**src/rtl/fwd_pkg.sv**
```systemverilog
// Shared types and select encodings for the forwarding/hazard unit.
// Selects are 2-bit codes; scoreboard entries describe one in-flight instruction.
package fwd_pkg;

  // Widest register address an entry can hold; REG_AW must not exceed this.
  localparam int FWD_DST_W = 8;

  localparam logic [1:0] FWD_EX_RF        = 2'b00;
  localparam logic [1:0] FWD_EX_EXMEM_ALU = 2'b01;
  localparam logic [1:0] FWD_EX_MEMWB_ALU = 2'b10;
  localparam logic [1:0] FWD_EX_MEMWB_LD  = 2'b11;

  localparam logic [1:0] FWD_ID_RF    = 2'b00;
  localparam logic [1:0] FWD_ID_EXMEM = 2'b01;
  localparam logic [1:0] FWD_ID_MEMWB = 2'b10;

  typedef struct packed {
    logic                 valid;
    logic [FWD_DST_W-1:0] dst;
    logic                 is_load;
    logic                 is_mem;
  } sb_entry_t;

  localparam sb_entry_t SB_EMPTY = '{valid: 1'b0, dst: '0, is_load: 1'b0, is_mem: 1'b0};

endpackage

```
**src/rtl/fwd_hazard_unit_resolve.sv**
```systemverilog
// fwd_src_resolve: priority resolver for one source operand against the
// EX/MEM/WB scoreboard entries; youngest matching writer wins.
module fwd_src_resolve
  import fwd_pkg::*;
#(
  parameter int REG_AW = 5
) (
  input  logic [REG_AW-1:0] src_reg_i,
  input  logic              src_used_i,
  input  logic              src_early_i,
  input  logic              ex_vld_i,
  input  logic [REG_AW-1:0] ex_dst_i,
  input  logic              ex_load_i,
  input  logic              mem_vld_i,
  input  logic [REG_AW-1:0] mem_dst_i,
  input  logic              mem_load_i,
  input  logic              wb_vld_i,
  input  logic [REG_AW-1:0] wb_dst_i,
  output logic [1:0]        sel_ex_o,
  output logic [1:0]        sel_id_o,
  output logic              hazard_o
);

  logic ex_hit;
  logic mem_hit;
  logic wb_hit;

  // Stores carry dst=0, so a zero dst never matches (x0 is not tracked).
  assign ex_hit  = ex_vld_i  && (ex_dst_i  != '0) && (ex_dst_i  == src_reg_i);
  assign mem_hit = mem_vld_i && (mem_dst_i != '0) && (mem_dst_i == src_reg_i);
  assign wb_hit  = wb_vld_i  && (wb_dst_i  != '0) && (wb_dst_i  == src_reg_i);

  always_comb begin
    sel_ex_o = FWD_EX_RF;
    sel_id_o = FWD_ID_RF;
    hazard_o = 1'b0;
    if (src_used_i) begin
      if (!src_early_i) begin
        if (ex_hit) begin
          if (ex_load_i) hazard_o = 1'b1;
          else           sel_ex_o = FWD_EX_EXMEM_ALU;
        end else if (mem_hit) begin
          sel_ex_o = mem_load_i ? FWD_EX_MEMWB_LD : FWD_EX_MEMWB_ALU;
        end
      end else begin
        // Early consumers compare in ID, so any EX writer is still too young.
        if (ex_hit) begin
          hazard_o = 1'b1;
        end else if (mem_hit) begin
          if (mem_load_i) hazard_o = 1'b1;
          else            sel_id_o = FWD_ID_EXMEM;
        end else if (wb_hit) begin
          sel_id_o = FWD_ID_MEMWB;
        end
      end
    end
  end

endmodule

```
**src/rtl/fwd_hazard_unit.sv**
```systemverilog
// Forwarding and hazard unit: EX/MEM/WB writer scoreboard, registered EX selects,
// combinational ID selects, stalls and memory freeze. Counters under FWD_PERF_CNT_EN.
module fwd_hazard_unit
  import fwd_pkg::*;
#(
  parameter int NUM_SRC = 2,
  parameter int REG_AW  = 5,
  parameter int CNT_W   = 32
) (
  input  logic                      clk,
  input  logic                      rst,
  input  logic                      id_valid,
  input  logic [NUM_SRC*REG_AW-1:0] id_src_reg,
  input  logic [NUM_SRC-1:0]        id_src_used,
  input  logic [NUM_SRC-1:0]        id_src_early,
  input  logic [REG_AW-1:0]         id_dst_reg,
  input  logic                      id_wen,
  input  logic                      id_is_load,
  input  logic                      id_is_mem,
  input  logic                      mem_ready,
  input  logic                      flush,
  output logic                      stall_if_id,
  output logic                      bubble_ex,
  output logic                      freeze,
  output logic [NUM_SRC*2-1:0]      fwd_sel_ex,
  output logic [NUM_SRC*2-1:0]      fwd_sel_id
`ifdef FWD_PERF_CNT_EN
  ,
  output logic [CNT_W-1:0]          cnt_stall,
  output logic [CNT_W-1:0]          cnt_bubble,
  output logic [CNT_W-1:0]          cnt_freeze
`endif
);

  sb_entry_t ex_q, ex_d;
  sb_entry_t mem_q, mem_d;
  sb_entry_t wb_q, wb_d;
  sb_entry_t id_entry;

  logic [NUM_SRC*2-1:0] fwd_sel_ex_q, fwd_sel_ex_d;
  logic [NUM_SRC*2-1:0] sel_ex_w;
  logic [NUM_SRC*2-1:0] sel_id_w;
  logic [NUM_SRC-1:0]   src_haz_w;
  logic                 hazard_w;
  logic                 freeze_w;
  logic                 unused_sb;

  // Non-writers record dst=0 so only stores (is_mem) keep a dst-less entry alive.
  always_comb begin
    id_entry         = SB_EMPTY;
    id_entry.valid   = id_valid && ((id_wen && (id_dst_reg != '0)) || id_is_mem);
    id_entry.dst     = id_wen ? FWD_DST_W'(id_dst_reg) : '0;
    id_entry.is_load = id_is_load;
    id_entry.is_mem  = id_is_mem;
  end

  for (genvar g = 0; g < NUM_SRC; g++) begin : g_src
    fwd_src_resolve #(.REG_AW(REG_AW)) u_resolve (
      .src_reg_i   (id_src_reg[g*REG_AW +: REG_AW]),
      .src_used_i  (id_src_used[g]),
      .src_early_i (id_src_early[g]),
      .ex_vld_i    (ex_q.valid),
      .ex_dst_i    (ex_q.dst[REG_AW-1:0]),
      .ex_load_i   (ex_q.is_load),
      .mem_vld_i   (mem_q.valid),
      .mem_dst_i   (mem_q.dst[REG_AW-1:0]),
      .mem_load_i  (mem_q.is_load),
      .wb_vld_i    (wb_q.valid),
      .wb_dst_i    (wb_q.dst[REG_AW-1:0]),
      .sel_ex_o    (sel_ex_w[g*2 +: 2]),
      .sel_id_o    (sel_id_w[g*2 +: 2]),
      .hazard_o    (src_haz_w[g])
    );
  end

  assign hazard_w = id_valid && (|src_haz_w);
  assign freeze_w = mem_q.valid && mem_q.is_mem && !mem_ready;

  assign stall_if_id = freeze_w | hazard_w;
  assign bubble_ex   = hazard_w & ~freeze_w;
  assign freeze      = freeze_w;
  assign fwd_sel_ex  = fwd_sel_ex_q;
  assign fwd_sel_id  = sel_id_w;

  assign unused_sb = ^{ex_q, mem_q, wb_q};

  always_comb begin
    ex_d         = ex_q;
    mem_d        = mem_q;
    wb_d         = wb_q;
    fwd_sel_ex_d = fwd_sel_ex_q;
    if (!freeze_w) begin
      mem_d = ex_q;
      wb_d  = mem_q;
      if (flush || hazard_w) begin
        ex_d         = SB_EMPTY;
        fwd_sel_ex_d = '0;
      end else begin
        ex_d         = id_entry;
        fwd_sel_ex_d = id_valid ? sel_ex_w : '0;
      end
    end
  end

  always_ff @(posedge clk or negedge rst) begin
    if (!rst) begin
      ex_q         <= SB_EMPTY;
      mem_q        <= SB_EMPTY;
      wb_q         <= SB_EMPTY;
      fwd_sel_ex_q <= '0;
    end else begin
      ex_q         <= ex_d;
      mem_q        <= mem_d;
      wb_q         <= wb_d;
      fwd_sel_ex_q <= fwd_sel_ex_d;
    end
  end

`ifdef FWD_PERF_CNT_EN
  logic [CNT_W-1:0] cnt_stall_q,  cnt_stall_d;
  logic [CNT_W-1:0] cnt_bubble_q, cnt_bubble_d;
  logic [CNT_W-1:0] cnt_freeze_q, cnt_freeze_d;

  // Saturating increments: hold once all-ones is reached.
  always_comb begin
    cnt_stall_d  = cnt_stall_q;
    cnt_bubble_d = cnt_bubble_q;
    cnt_freeze_d = cnt_freeze_q;
    if (hazard_w && !freeze_w && (cnt_stall_q != '1))
      cnt_stall_d = cnt_stall_q + 1'b1;
    if ((flush || hazard_w) && !freeze_w && (cnt_bubble_q != '1))
      cnt_bubble_d = cnt_bubble_q + 1'b1;
    if (freeze_w && (cnt_freeze_q != '1))
      cnt_freeze_d = cnt_freeze_q + 1'b1;
  end

  always_ff @(posedge clk or negedge rst) begin
    if (!rst) begin
      cnt_stall_q  <= '0;
      cnt_bubble_q <= '0;
      cnt_freeze_q <= '0;
    end else begin
      cnt_stall_q  <= cnt_stall_d;
      cnt_bubble_q <= cnt_bubble_d;
      cnt_freeze_q <= cnt_freeze_d;
    end
  end

  assign cnt_stall  = cnt_stall_q;
  assign cnt_bubble = cnt_bubble_q;
  assign cnt_freeze = cnt_freeze_q;
`else
  localparam int unused_cnt_w = CNT_W;
`endif

endmodule
```
**config.mk**
```make
export PLATFORM = sky130hd
export DESIGN_NAME = fwd_hazard_unit
export DESIGN_NICKNAME = d
export VERILOG_FILES = /design/src/rtl/fwd_pkg.sv /design/src/rtl/fwd_hazard_unit_resolve.sv /design/src/rtl/fwd_hazard_unit.sv
export SDC_FILE = /design/constraint.sdc
export NUM_CORES = 1
export LEC_CHECK = 0
export BUFFER_PORTS_ARGS = -buffer_cell sky130_fd_sc_hd__clkbuf_2
export CAP_MARGIN = 20
export CORE_ASPECT_RATIO = 1.2
export CORE_UTILIZATION = 44
export DETAILED_ROUTE_END_ITERATION = 6
export GPL_ROUTABILITY_DRIVEN = 1
export MAX_ROUTING_LAYER = met4
export PLACE_DENSITY = 0.67
export SYNTH_ARGS = -nofsm -noshare
export SYNTH_HDL_FRONTEND = slang
export SYNTH_SLANG_ARGS = --single-unit
```
**constraint.sdc**
```tcl
create_clock -name clk -period 3.6 [get_ports clk]
set_clock_uncertainty 0.05 [all_clocks]
set_input_delay 1.08 -clock clk [delete_from_list [all_inputs] [get_ports clk]]
set_output_delay 1.08 -clock clk [all_outputs]
set_load 0.05 [all_outputs]
```
; ---- Word level (Yosys, flattened, before mapping)
; Cells that the tools add are included.
[word_totals]
register_bits = 26
inputBits = 27
output_inout_bits = 11
word_cells = 79
[classes]
eq_ne = 6
n_mux = 37
bitwise = 3
n_reduce_logical = 22
[op_table]
columns = operator, count
row1 = 2-bit two-way mux, 18
row2 = 5-bit == test, 6
row3 = 5-bit nonzero test, 4
row4 = 1-bit two-way mux, 15
row5 = 1-bit logical AND, 14
row6 = 11-bit two-way mux, 1
row7 = 4-bit two-way mux, 2
row8 = 5-bit two-way mux, 1
row9 = 1-bit logical OR, 2
row10 = 2-bit OR reduction, 1
row11 = 1-bit bitwise AND, 1
row12 = 1-bit zero test, 1
row13 = 1-bit NOT, 1
row14 = 1-bit bitwise OR, 1

; ---- Longest topological paths before layout
[depth]
depth_word = 11
depth_mapped = 5
ltp_nobuf = 5

; ---- Cells and area by module
; A second synthesis with hierarchy kept.
[hier_totals]
cells_unflattened = 185
hier_area_um2 = 1621.6
[by_module_without_submodules]
columns = module, instances, cells_per_inst, area_each_um2, seq_area_each_um2
row1 = fwd_hazard_unit, 1, 105, 1048.5, 650.6
row2 = fwd_src_resolve, 2, 40, 286.5, 0.0

; ---- Least setup slack after synthesis
; Ideal clock, no wire load.
[synth_path]
kind = in2out
start = in id_src_reg[3]
end = out fwd_sel_id[0]
arrival_time_ps = 2885
required_time_ps = 2470
path_slack_ps = -415
cell_stages = 5
path_buffers = 0
path_cell_list = xor2_1 nor3_1 and3_1 nand2b_2 nor3_1
[synth_via]
elab_chain_cells = 6
elab_cells_between_ends = 8
cone_classes = eq/ne: 2 / mux: 4 / reduce/logical: 2
[synth_lines]
columns = element, line_no
row1 = start: declaration, fwd_hazard_unit.sv:13  ; input logic [NUM_SRC*REG_AW-1:0] id_src_reg,
row2 = 5-bit == test, fwd_hazard_unit_resolve.sv:30  ; assign mem_hit = mem_vld_i && (mem_dst_i != '0) && (mem_dst_i == src_reg_i);
row3 = 1-bit logical AND, fwd_hazard_unit_resolve.sv:30
row4 = 2-bit two-way mux, fwd_hazard_unit_resolve.sv:49  ; end else if (mem_hit) begin
row5 = 2-bit two-way mux (*), fwd_hazard_unit_resolve.sv:47  ; if (ex_hit) begin
row6 = 2-bit two-way mux (*), fwd_hazard_unit_resolve.sv:38  ; if (!src_early_i) begin
row7 = 2-bit two-way mux (*), fwd_hazard_unit_resolve.sv:37  ; if (src_used_i) begin
row8 = end: declaration, fwd_hazard_unit.sv:26  ; output logic [NUM_SRC*2-1:0] fwd_sel_id
; Mark *: on every way between the ends. The rest lies on a longest branch, timed or not.

; ---- Final worst setup path
[layout_path]
start = in id_src_reg[6]
end = out bubble_ex
[layout_via]
elab_chain_cells = 9
elab_cells_between_ends = 12
cone_classes = eq/ne: 2 / mux: 5 / bitwise: 1 / reduce/logical: 4
[layout_lines]
columns = element, line_no
row1 = 5-bit == test, fwd_hazard_unit_resolve.sv:30
row2 = 1-bit logical AND, fwd_hazard_unit_resolve.sv:30
row3 = 1-bit two-way mux, fwd_hazard_unit_resolve.sv:49
row4 = 1-bit two-way mux, fwd_hazard_unit_resolve.sv:47
row5 = 1-bit two-way mux (*), fwd_hazard_unit_resolve.sv:38
row6 = 1-bit two-way mux (*), fwd_hazard_unit_resolve.sv:37
row7 = 2-bit OR reduction (*), fwd_hazard_unit.sv:76  ; assign hazard_w = id_valid && (|src_haz_w);
row8 = 1-bit logical AND (*), fwd_hazard_unit.sv:76
row9 = 1-bit bitwise AND (*), fwd_hazard_unit.sv:80  ; assign bubble_ex = hazard_w & ~freeze_w;
row10 = end: declaration, fwd_hazard_unit.sv:23  ; output logic bubble_ex,
; Marks and branches as above.

==> impl_metrics.ini <==
[worst_setup_path]
crit_chain = clkbuf_2 > xnor2_2 > nand4_1 > or4_4 > a41oi_4 > and2_4 > clkbuf_16
cp-start-kind = primary input
r2r_end = fwd_sel_ex[2]
rr_worst_depth = 6
cp_top_family = simple AND/OR/NAND/NOR gates
reg2reg_slack_ns = 1.45
required_ns = 2.47
r2r-start = mem_q[2]
critPathCaptureType = output pin
cp_slowest_stage_delay_ns = 0.46
crit_cells = 7
critPathMaxFanout = 3
cp.arrival_ns = 2.45
criticalPathCategory = primary input to output pin
slowest_stage = or4_4
cp_num_buf_inv = 2

[sta]
drv_slew = 0
tns_ns = 0
clock.fmax_mhz = 279
hold_viol = 0
worstMarginPinSlew_ns = 0.644
period_minus_slack_ns = 3.58
setup_viol = 0
period_share = 0.995
rsz0062_at_grt = yes
slew_headroom = 0.571

[logic_synthesis]
muxShareOfSynthArea = 0.0151
netlist-cell-type-count = 41
ys_ff_latch = 26
async_flop_share = 1.00
synth_top_family_by_area = simple AND/OR/NAND/NOR gates
syn_area_per_cell_um2 = 9.08
syn_nets = 209
synth_compound_area_frac = 0.121
synth_area_leaders = dfrtp_1 (39%), nand2_1 (11%), xor2_1 (7.9%)
ys_warn_count = 0
synth_edf_count = 0
synth-seq-area-share = 0.394
yosysTopAreaCell = dfrtp_1
synth_top_flop_cell = dfrtp_1
synth.cell_area_mm2 = 0.00165
syn_inst = 182
synth_common_cells = nand2_1 (48), dfrtp_1 (26), xor2_1 (15)
synth_adder_area_share = 0
synthXorXnorAreaFrac = 0.154
yosys.area_share.simple = 0.301
synth_top_area_share = 0.394
yosys.cell_count.top_type = nand2_1

[route]
drt-vias-per-instance = 5.20
wl_per_cell_um = 14.3
top_layer_used = met4
postRouteAntennaNets = 0
dr.pass1.iters = 7
wl_met3_um = 123
met1_length_um = 1850
route.vias.total = 1471
drc = 1
drt_iter0_drc = 72
routed_wl_um = 4060
wl_met2_um = 2020

[layout]
layout-drive-gt1-share = 0.373
n_fill_cell = 330
final_core_util = 0.619
fin_nets = 272
area_growth_pct = 35.0
num_antenna_cells = 0

[global_route]
grt_pass1_vias = 1501
grtUsageTotal = 0.222
globalRoute.totalOverflow = 0
grt_max_degree = 27
grt_first_pass_wirelength_um = 6760
antenna_found_initial = 0

[cts]
clk_root_buffer_cell = clkbuf_8
path_clk_slew_ns = 0.09
tritoncts = built
clock_latency_ns = 0.27
clockBufferDepth = 2
cts_max_level = 1
cts_hold_buf = 0
postCtsSetupBuffers = 0
cts_sinks = 26
cts_buffers = 3

[placed_design]
dp_hpwl_um = 3130
routabilityCongestion = 0.876
io_buffers = 37

[die]
top_level_ports = 38
die_h_um = 69.1
row_count = 24
fp.dieArea_mm2 = 0.00401
initial_core_util = 0.459
fp.dieW_um = 58.0
coreArea_mm2 = 0.00360

[power]
p_per_area_mw_per_mm2 = 285
ir_drop_mv = 0.163
leakagePower_nw = 1.10

[outcome]
violations = DRC
outcome = complete, but fails checks

[run]
drv_cap = 0

[hold_path]
hp-class = register to register
min_to = mem_q[0]
hp-start = ex_q[0]
whs_path_depth = 1
==> layout by cell type, fill, tap and decap left out, types with 2 or more instances in the layout <==
master,Yosys,layout
nor2_1,6,5
inv_1,3,3
o21ai_0,2,2
o21ai_1,7,7
clkbuf_16,0,2
nor3_1,6,2
a21oi_1,2,2
nand4_2,2,2
nand2_1,48,48
nand2b_1,2,2
dfrtp_1,26,26
xor2_1,15,15
or4_1,5,5
o21a_1,3,3
nand4b_1,2,2
nor3_2,1,5
buf_6,0,2
buf_4,0,25
nand3_1,7,7
xnor2_2,0,3
xnor2_1,14,11
and2_4,0,2
nand4_1,4,4
clkbuf_2,0,30
o31ai_2,2,2
clkbuf_8,0,4
==> metrics by stage <==
step | power [mW] | cells | worst slack, ns | instance area [um2] | hold WS, ns
detailed placement | 0.442 | 279 | -0.194 | 2070 | 0.401
CTS | 0.640 | 283 | -0.0745 | 2200 | 0.421
global route | 0.665 | 283 | -0.0333 | 2230 | 0.439
finish | 0.636 | 283 | 0.0185 | 2230 | 0.414
floorplan | 0.383 | 182 | -0.0408 | 1670 | 0.385
global placement | 0.441 | 279 | -0.172 | 2070 | 0.396
==> layout make-up <==
type                    instances  area, um2  area share
multi-input cells             149       1030       0.461
inverters                       4       15.0     0.00673
repair buffers                 61        433       0.194
well taps                      39       48.8      0.0219
clock buffers                   4       55.1      0.0247
flip-flops and latches         26        651       0.292
==> registers in the layout, indices dropped and copies added (netlist names) <==
signal	cells
ex_q	8
fwd_sel_ex	4
mem_q	8
wb_q	6
==> worst max path at each step <==
stage	start	slack, ns	endpoint
2_1_floorplan	id_src_reg[6]	-0.04	bubble_ex
3_3_place_gp	id_src_reg[6]	-0.17	bubble_ex
3_5_place_dp	id_src_reg[5]	-0.19	bubble_ex
4_1_cts	id_src_reg[7]	-0.07	bubble_ex
5_1_grt	id_src_reg[7]	-0.03	bubble_ex
6_report	id_src_reg[6]	0.02	bubble_ex
==> per-layer routing <==
layer,GRT usage,vias up
met5,-,-
met4,0.0661,0
met3,0.0300,6
met2,0.360,33
met1,0.285,677
li1,-,755
==> logic make-up (layout without fill, tap and decap cells) <==
group                     Yosys count  in the layout
and+or+nand+nor                    94             94
xor gates and xnor gates           29             29
DFF                                26             26
AOI/OAI and AO/OA                  24             24
buffers and inverters               7             69
muxes                               2              2
==> where the power goes <==
| part | leakage, nW | total (mW) | switching (mW) | internal, mW |
|---|---|---|---|---|
| logic | 0.720 | 0.120 | 0.0597 | 0.0601 |
| registers | 0.349 | 0.324 | 0.0190 | 0.305 |
| clock network | 0.0288 | 0.192 | 0.0945 | 0.0979 |
| total | 1.10 | 0.636 | 0.173 | 0.463 |
==> what timing repair did <==
item	CTS	global route
pin swaps	4	5
resized for setup	12	13
endpoints found under the setup margin	5	6
hold endpoints to repair	0	0
Note: power is estimated with default switching activity, not from simulation.
